`src/rtl/sar_logic_param.sv`:
```
// Parametrised successive-approximation controller: sample window, MSB-first
// binary search against the DAC, start/abort control and continuous restart.
module sar_logic_param #(
  parameter int WIDTH         = 12,
  parameter int SAMPLE_CYCLES = 2,
  parameter bit COMP_INVERT   = 1'b0
) (
  input  logic             clk_src,
  input  logic             reset_n,
  input  logic             start,
  input  logic             continuous,
  input  logic             abort,
  input  logic             digital_in,
  output logic             sample,
  output logic             busy,
  output logic [WIDTH-1:0] da_converter,
  output logic [WIDTH-1:0] result,
  output logic             result_valid,
  output logic             done
);

  localparam int KW = $clog2(WIDTH);
  localparam int CW = 4;
  localparam logic [WIDTH-1:0] MSB_ONLY    = {1'b1, {(WIDTH-1){1'b0}}};
  localparam logic [CW-1:0]    SAMPLE_LAST = CW'(SAMPLE_CYCLES - 1);
  localparam logic [KW-1:0]    K_TOP       = KW'(WIDTH - 1);

  typedef enum logic [1:0] {
    S_IDLE    = 2'd0,
    S_SAMPLE  = 2'd1,
    S_CONVERT = 2'd2,
    S_DONE    = 2'd3
  } state_e;

  state_e           r_state, w_state_nxt;
  logic [CW-1:0]    r_cnt, w_cnt_nxt;
  logic [KW-1:0]    r_k, w_k_nxt;
  logic [WIDTH-1:0] r_dac, w_dac_nxt;
  logic [WIDTH-1:0] r_result, w_result_nxt;
  logic [WIDTH-1:0] w_trial;
  logic             r_sample, w_sample_nxt;
  logic             r_busy, w_busy_nxt;
  logic             r_valid, w_valid_nxt;
  logic             r_done, w_done_nxt;
  logic             w_comp, w_go, w_sample_last, w_k_zero, w_finish;

  assign w_comp        = digital_in ^ COMP_INVERT;
  assign w_go          = (start | continuous) & ~abort;
  assign w_sample_last = (r_cnt == SAMPLE_LAST);
  assign w_k_zero      = (r_k == {KW{1'b0}});
  assign w_finish      = (r_state == S_CONVERT) & w_k_zero & ~abort;

  // Current bit takes the comparator decision; the next lower bit becomes the new trial.
  always_comb begin
    w_trial = r_dac;
    if (w_k_zero) begin
      w_trial[0] = w_comp;
    end else begin
      w_trial[r_k]          = w_comp;
      w_trial[r_k - KW'(1)] = 1'b1;
    end
  end

  always_comb begin
    w_state_nxt = S_IDLE;
    case (r_state)
      S_IDLE:    w_state_nxt = w_go ? S_SAMPLE : S_IDLE;
      S_SAMPLE:  begin
        if (abort)              w_state_nxt = S_IDLE;
        else if (w_sample_last) w_state_nxt = S_CONVERT;
        else                    w_state_nxt = S_SAMPLE;
      end
      S_CONVERT: begin
        if (abort)         w_state_nxt = S_IDLE;
        else if (w_k_zero) w_state_nxt = S_DONE;
        else               w_state_nxt = S_CONVERT;
      end
      S_DONE:    w_state_nxt = w_go ? S_SAMPLE : S_IDLE;
      default:   w_state_nxt = S_IDLE;
    endcase
  end

  always_comb begin
    w_cnt_nxt = {CW{1'b0}};
    w_k_nxt   = r_k;
    w_dac_nxt = {WIDTH{1'b0}};
    case (r_state)
      S_SAMPLE: begin
        if (abort) begin
          w_cnt_nxt = {CW{1'b0}};
        end else if (w_sample_last) begin
          w_dac_nxt = MSB_ONLY;
          w_k_nxt   = K_TOP;
        end else begin
          w_cnt_nxt = r_cnt + 4'd1;
        end
      end
      S_CONVERT: begin
        if (abort) begin
          w_dac_nxt = {WIDTH{1'b0}};
        end else if (w_k_zero) begin
          w_dac_nxt = w_trial;
        end else begin
          w_dac_nxt = w_trial;
          w_k_nxt   = r_k - KW'(1);
        end
      end
      default: w_dac_nxt = {WIDTH{1'b0}};
    endcase
    w_sample_nxt = (w_state_nxt == S_SAMPLE);
    w_busy_nxt   = (w_state_nxt == S_SAMPLE) || (w_state_nxt == S_CONVERT);
    w_done_nxt   = w_finish;
    w_valid_nxt  = r_valid | w_finish;
    w_result_nxt = w_finish ? w_trial : r_result;
  end

  always_ff @(posedge clk_src or negedge reset_n) begin
    if (!reset_n) begin
      r_state  <= S_IDLE;
      r_cnt    <= {CW{1'b0}};
      r_k      <= {KW{1'b0}};
      r_dac    <= {WIDTH{1'b0}};
      r_result <= {WIDTH{1'b0}};
      r_sample <= 1'b0;
      r_busy   <= 1'b0;
      r_valid  <= 1'b0;
      r_done   <= 1'b0;
    end else begin
      r_state  <= w_state_nxt;
      r_cnt    <= w_cnt_nxt;
      r_k      <= w_k_nxt;
      r_dac    <= w_dac_nxt;
      r_result <= w_result_nxt;
      r_sample <= w_sample_nxt;
      r_busy   <= w_busy_nxt;
      r_valid  <= w_valid_nxt;
      r_done   <= w_done_nxt;
    end
  end

  assign sample       = r_sample;
  assign busy         = r_busy;
  assign da_converter = r_dac;
  assign result       = r_result;
  assign result_valid = r_valid;
  assign done         = r_done;

endmodule

```
`config.mk`:
```
export PLATFORM = sky130hd
export DESIGN_NAME = sar_logic_param
export DESIGN_NICKNAME = d
export VERILOG_FILES = /design/src/rtl/sar_logic_param.sv
export SDC_FILE = /design/constraint.sdc
export NUM_CORES = 1
export LEC_CHECK = 0
export CAP_MARGIN = 40
export CORE_MARGIN = 2
export CORE_UTILIZATION = 31
export CTS_BUF_LIST = sky130_fd_sc_hd__clkbuf_8
export CTS_CLUSTER_SIZE = 10
export DETAILED_ROUTE_END_ITERATION = 8
export PLACE_DENSITY = 0.51
export SYNTH_ARGS = -nofsm -noshare
export SYNTH_HDL_FRONTEND = slang
export SYNTH_SLANG_ARGS = --single-unit
```
`constraint.sdc`:
```
create_clock -name clk_src -period 2.55 [get_ports clk_src]
set_input_delay 0.51 -clock clk_src [delete_from_list [all_inputs] [get_ports clk_src]]
set_output_delay 0.51 -clock clk_src [all_outputs]
set_load 0.02 [all_outputs]
```
==> results.toml, run 1 <==
[status]
status = "finished clean"

[worst_setup_path]
path_delay_family = "compound AO/OA/AOI/OAI gates"
required_ns = 2.74
endpoint_kind = "flop"
reg2reg_depth = 7
crit_start = "r_k[0]$_DFFE_PN0P_"
slowest_stage = "dfrtp_1"
r2r_start = "r_k[0]$_DFFE_PN0P_"
rrSetupSlack_ns = 0.48
worstPathMaxFanout = 9
critPathArrivalTime_ns = 2.25
r2r-end = "da_converter[3]$_DFF_PN0_"
startpoint_type = "flop"
worst-setup-path-type = "reg -> reg"
path_depth = 7
timing.critical_path.to = "da_converter[3]$_DFF_PN0_"
path_buf_inv = 1
max_stage_delay_ns = 0.49
path_cells = "inv_1 -> ha_1 -> or2_1 -> o21ai_1 -> o2bb2ai_1 -> nand2_1 -> a211oi_1"

[route]
drt_first_pass_iters = 4
wl_mm = 5.01
viasPerCell = 4.98
drtIter0Drc = 107
post_drt_wl_per_cell_um = 14.9
vias = 1677
postRouteAntennaNets = 0
remaining_drc_errors = 0

[cts]
cts_resized = 0
clockBufferDepth = 2
clkLatencyLatePin_ns = 0.29
path_clk_slew_ns = 0.08
cts.sinks = 38
cts_tree = "done"
root_buffer = "clkbuf_8"
postCtsHoldBufs = 0
post_cts_buffers = 0
cts_buffers = 5
htreeDepth = 2

[yosys]
yosysWarnings = 0
syn_area_um2 = 2040
synthArstFlopShare_pct = 100
synthMostInstantiatedCell = "nor2_1"
avgSynthCellArea_um2 = 9.12
ys.flop_type = "dfrtp_1"
synthTopCellsByArea = "dfrtp_1 (47%), ha_1 (8.0%), nor2_1 (7.2%)"
syn_inst = 224
ys_ff_latch = 38
ys_types = 40
yosysSeqAreaShare_pct = 46.5
synth_edf_count = 0
synth.top_cell.area_share_pct = 46.5
synth_top_cell_by_area = "dfrtp_1"
synthTopCellsByCount = "nor2_1 (39), dfrtp_1 (38), a21oi_1 (21)"
synth_fp_nets = 243

[sta]
clock_skew_ns = 0.00519
hold_viol_final = 0
slew_viol_final = 0
rsz0062_at_grt = "no"
fin_crit_sh_pct = 81.0
period_minus_slack_ns = 2.07
worst_pin_slew_ns = 0.572
setup_viol = 0
slew_headroom_pct = 61.9
timing.fmax_mhz = 484
tns_ns = 0

[global_routing]
antenna_found_initial = 0
track_usage_pct = 14.9
grt_start_max_net_pins = 25
overflow = 0
grt_pass1_vias = 1728
grt_pass1_wl_mm = 8.49

[placement]
dpl.hpwl_mm = 3.73
place.gp.congestion = 0.889
place_area_um2 = 2480
port_buffers = 33

[die]
coreArea_um2 = 6350
io_pins = 34
rows = 29
die_w_um = 85.2
die_area_um2 = 7260
fp.dieH_um = 85.2
start_util_pct = 32.2

[finish]
syn2layout_area_growth_pct = 26.5
stdcell_area_um2 = 2580
finalNetCount = 278
diodes = 0
drive_above_1_share_pct = 9.23

[hold_path]
hp-class = "in -> async"

[power_and_ir_drop]
p_leak_nw = 1.15
powerDensity_nw_per_um2 = 917
ir_drop_uv = 300

[job]
cap_violations = 0
## metal layers
metal | GRT usage, % | vias to the layer above | share of wire [%]
li1 | - | 844 | -
met1 | 20.5 | 803 | 48
met2 | 23.7 | 28 | 48
met3 | 2.82 | 2 | 3.3
met4 | 4.76 | 0 | 0.68
met5 | 0 | - | 0
## cells in the final DEF, fill, tap and decap left out, types with 2 or more instances in the layout
master           Yosys  routed
nor2_1              39      39
dfrtp_1             38      38
clkdlybuf4s50_1      0      32
a21oi_1             21      21
nand2_1             15      15
ha_1                13      13
inv_1               10      12
o22ai_1              9       9
a211oi_1             7       7
nand3_1              7       7
nor2b_1              5       5
nand2b_1             5       5
o21ai_0              5       5
clkbuf_8             0       5
o21ai_1              4       4
nor3_1               4       4
or2_1                3       3
a22o_1               3       3
o22a_1               3       3
buf_4                0       3
or2_2                2       2
a311oi_1             2       2
mux2_2               2       2
## final cells by class
cell class	instances	area [um2]
well taps	77	96.3
flip-flops and latches	38	951
inverters	12	50.0
multi-input cells	165	1000
repair buffers	37	375
clock buffers	5	68.8
fillers	640	3770
clock inverters	3	37.5
## sequential cells by signal, summed over array words and instances, names as in the netlist, 2 cells and up
name / flops
da_converter: 12
r_cnt: 4
r_k: 4
r_state: 2
result: 12
## power by group
group | switching (mW) | internal (mW)
clock | 0.206 | 0.285
sequential | 0.123 | 0.694
combinational | 0.618 | 0.445
total | 0.946 | 1.42
## cell families after synthesis
logic type / count (synthesis) / synth area share, %
XOR/XNOR: 2 / 0.857
multiplexers: 3 / 1.84
flip-flops: 38 / 46.5
AND/OR/NAND/NOR: 86 / 19.5
adder cells (fa/ha/maj): 13 / 7.96
AO/OA/AOI/OAI: 61 / 19.0
buffers and inverters: 21 / 4.29
## worst reg2reg max path, stage by stage, from the launching register on
cell and delay (ns):
dfrtp_1 0.49, inv_1 0.15, ha_1 0.33, or2_1 0.24, o21ai_1 0.19, o2bb2ai_1 0.25
nand2_1 0.10, a211oi_1 0.22
## how the worst min path moves through the flow
stage,from,endpoint,depth (start not counted)
final,reset_n,da_converter[7]$_DFF_PN0_,1
after detailed placement,result_valid$_DFF_PN0_,result_valid$_DFF_PN0_,1
after CTS,reset_n,da_converter[7]$_DFF_PN0_,1
after global placement,result_valid$_DFF_PN0_,result_valid$_DFF_PN0_,1
after floorplan,reset_n,busy$_DFF_PN0_,0
after global routing,reset_n,da_converter[7]$_DFF_PN0_,1
## stage by stage
stage               utilization [%]  worst slack (ns)  hold WS, ns  std cells  power (mW)
global route                   40.7             0.269        0.184        337        2.57
finish                         40.7             0.483        0.158        337        2.37
floorplan                         -             0.662        0.214        224        1.55
detailed placement             39.0             0.456        0.458        329        1.90
global placement               38.6             0.491        0.456        328        1.90
CTS                            40.7             0.452        0.174        337        2.40
(Power assumes the default switching activity.)
==> inputs of run 2 (changes only) <==
- PLACE_DENSITY: 0.51 -> 0.53
- clock period: 2.55 -> 1.7 ns (I/O delays scaled with it)
==> results.toml, run 2 (synthesis gave the netlist of run 1 again) <==
[status]
status = "complete, but fails checks"
violations = "negative setup slack"

[worst_setup_path]
path_delay_family = "simple AND/OR/NAND/NOR gates"
worst-setup-path-type = "reg -> reg"
slowest_stage = "dfrtp_1"
required_ns = 1.88
worstPathMaxFanout = 5
endpoint_kind = "flop"
startpoint_type = "flop"
path_buf_inv = 2
path_cells = "inv_1 -> ha_1 -> or3b_4 -> mux2_4 -> or2_4 -> clkinv_4 -> nand3_1 -> a22o_1"
critPathArrivalTime_ns = 2.04
max_stage_delay_ns = 0.38
rrSetupSlack_ns = -0.15

[power_and_ir_drop]
ir_drop_uv = 495
fin_total_pwr_mw = 4.02
switching_share_pct = 41.0
net-switching-power_mw = 1.65
power.sequential.fraction_pct = 28.4
p_int_mw = 2.37
combPwrFrac_pct = 56.5
power_frac_clock_pct = 15.1
powerDensity_nw_per_um2 = 1370
p_leak_nw = 1.43

[placement]
place.gp.congestion = 0.883
port_buffers = 33
dpl.hpwl_mm = 4.00

[finish]
mostFrequentLayoutCell = "nor2_1"
drive_above_1_share_pct = 25.9
diodes = 0
finalNetCount = 308
final_core_util_pct = 46.1
syn2layout_area_growth_pct = 43.3
layout_common_cells = "nor2_1 (38), dfrtp_1 (37), buf_4 (29)"

[cts]
cts_tree = "done"
clockBufferDepth = 2
htreeDepth = 2
path_clk_slew_ns = 0.08
clkLatencyLatePin_ns = 0.30
root_buffer = "clkbuf_8"
cts_buffers = 5
cts.sinks = 38

[sta]
rsz0062_at_grt = "yes"
clock_skew_ns = 0.0120
worst_pin_slew_ns = 0.443
hold_viol_final = 0
timing.fmax_mhz = 539
fin_ws_ns = -0.155
tns_ns = -0.639
whs_ns = 0.467
setup_viol = 8
fin_crit_sh_pct = 109
slew_headroom_pct = 70.5
period_minus_slack_ns = 1.85
slew_viol_final = 0

[die]
rows = 29
coreArea_um2 = 6350
die_w_um = 85.2
die_area_um2 = 7260
fp.dieH_um = 85.2
io_pins = 34
start_util_pct = 32.2

[route]
postRouteAntennaNets = 0
vias = 1810
wl_mm = 5.27
post_drt_wl_per_cell_um = 14.4
drt_first_pass_iters = 4
remaining_drc_errors = 0
viasPerCell = 4.93
drtIter0Drc = 119

[global_routing]
grtUsageMet2_pct = 23.4
met3_usage_pct = 2.92
grt_start_max_net_pins = 22
track_usage_pct = 15.5
grt_pass1_wl_mm = 8.87
grt.met1_usage_pct = 22.3
antenna_found_initial = 0
overflow = 0
grt_pass1_vias = 1767
top_usage_layer = "met2"

[job]
cap_violations = 0

[hold_path]
hp-class = "reg -> reg"
## run 2: final cells by class
type	count	area, um2
well taps	77	96.3
flip-flops and latches	38	952
clock buffers	5	68.8
repair buffers	67	633
inverters	12	50.0
fillers	634	3420
multi-input cells	165	1110
clock inverters	3	15.0
## run 2: per-stage QoR
stage | std cells | setup slack (ns) | area (um2)
after floorplan | 224 | -0.135 | 2080
after global placement | 356 | -0.125 | 2720
after detailed placement | 356 | -0.151 | 2720
after CTS | 367 | -0.162 | 2840
after global routing | 367 | -0.268 | 2930
final | 367 | -0.155 | 2930
## run 2: routing by layer
metal	vias up	share of wire [%]
met5	-	0
met4	0	1.5
met3	5	3.7
met2	34	45
met1	861	50
li1	910	-
## run 2: power by group through the flow
stage	sequential (mW)	clock, mW	combinational [mW]
global placement	1.15	0	2.07
CTS	1.14	0.625	2.13
detailed placement	1.16	0	2.06
floorplan	1.26	0	1.13
finish	1.14	0.607	2.27
global route	1.16	0.670	2.48
## run 2: worst paths after layout
kind / from / end / cells after the start
worst max register to register: r_cnt[1]$_DFF_PN0_ / r_k[3]$_DFFE_PN0P_ / 8
max in group asynchronous: reset_n / da_converter[0]$_DFF_PN0_ / 3
worst min-delay path: result_valid$_DFF_PN0_ / result_valid$_DFF_PN0_ / 1
worst max-delay path: r_cnt[1]$_DFF_PN0_ / r_k[3]$_DFFE_PN0P_ / 8
worst min register to register: result_valid$_DFF_PN0_ / result_valid$_DFF_PN0_ / 1
min in group asynchronous: reset_n / result[5]$_DFFE_PN0P_ / 2
## run 2: what timing repair did
| action | in CTS | in global routing |
|---|---|---|
| hold endpoints to repair | 15 | 0 |
| hold buffers | 1 | 0 |
| gates cloned | 0 | 0 |
| setup endpoints to repair | 12 | 36 |
| setup buffers | 2 | 0 |
| pin swaps | 3 | 3 |
| gates resized for setup | 4 | 24 |
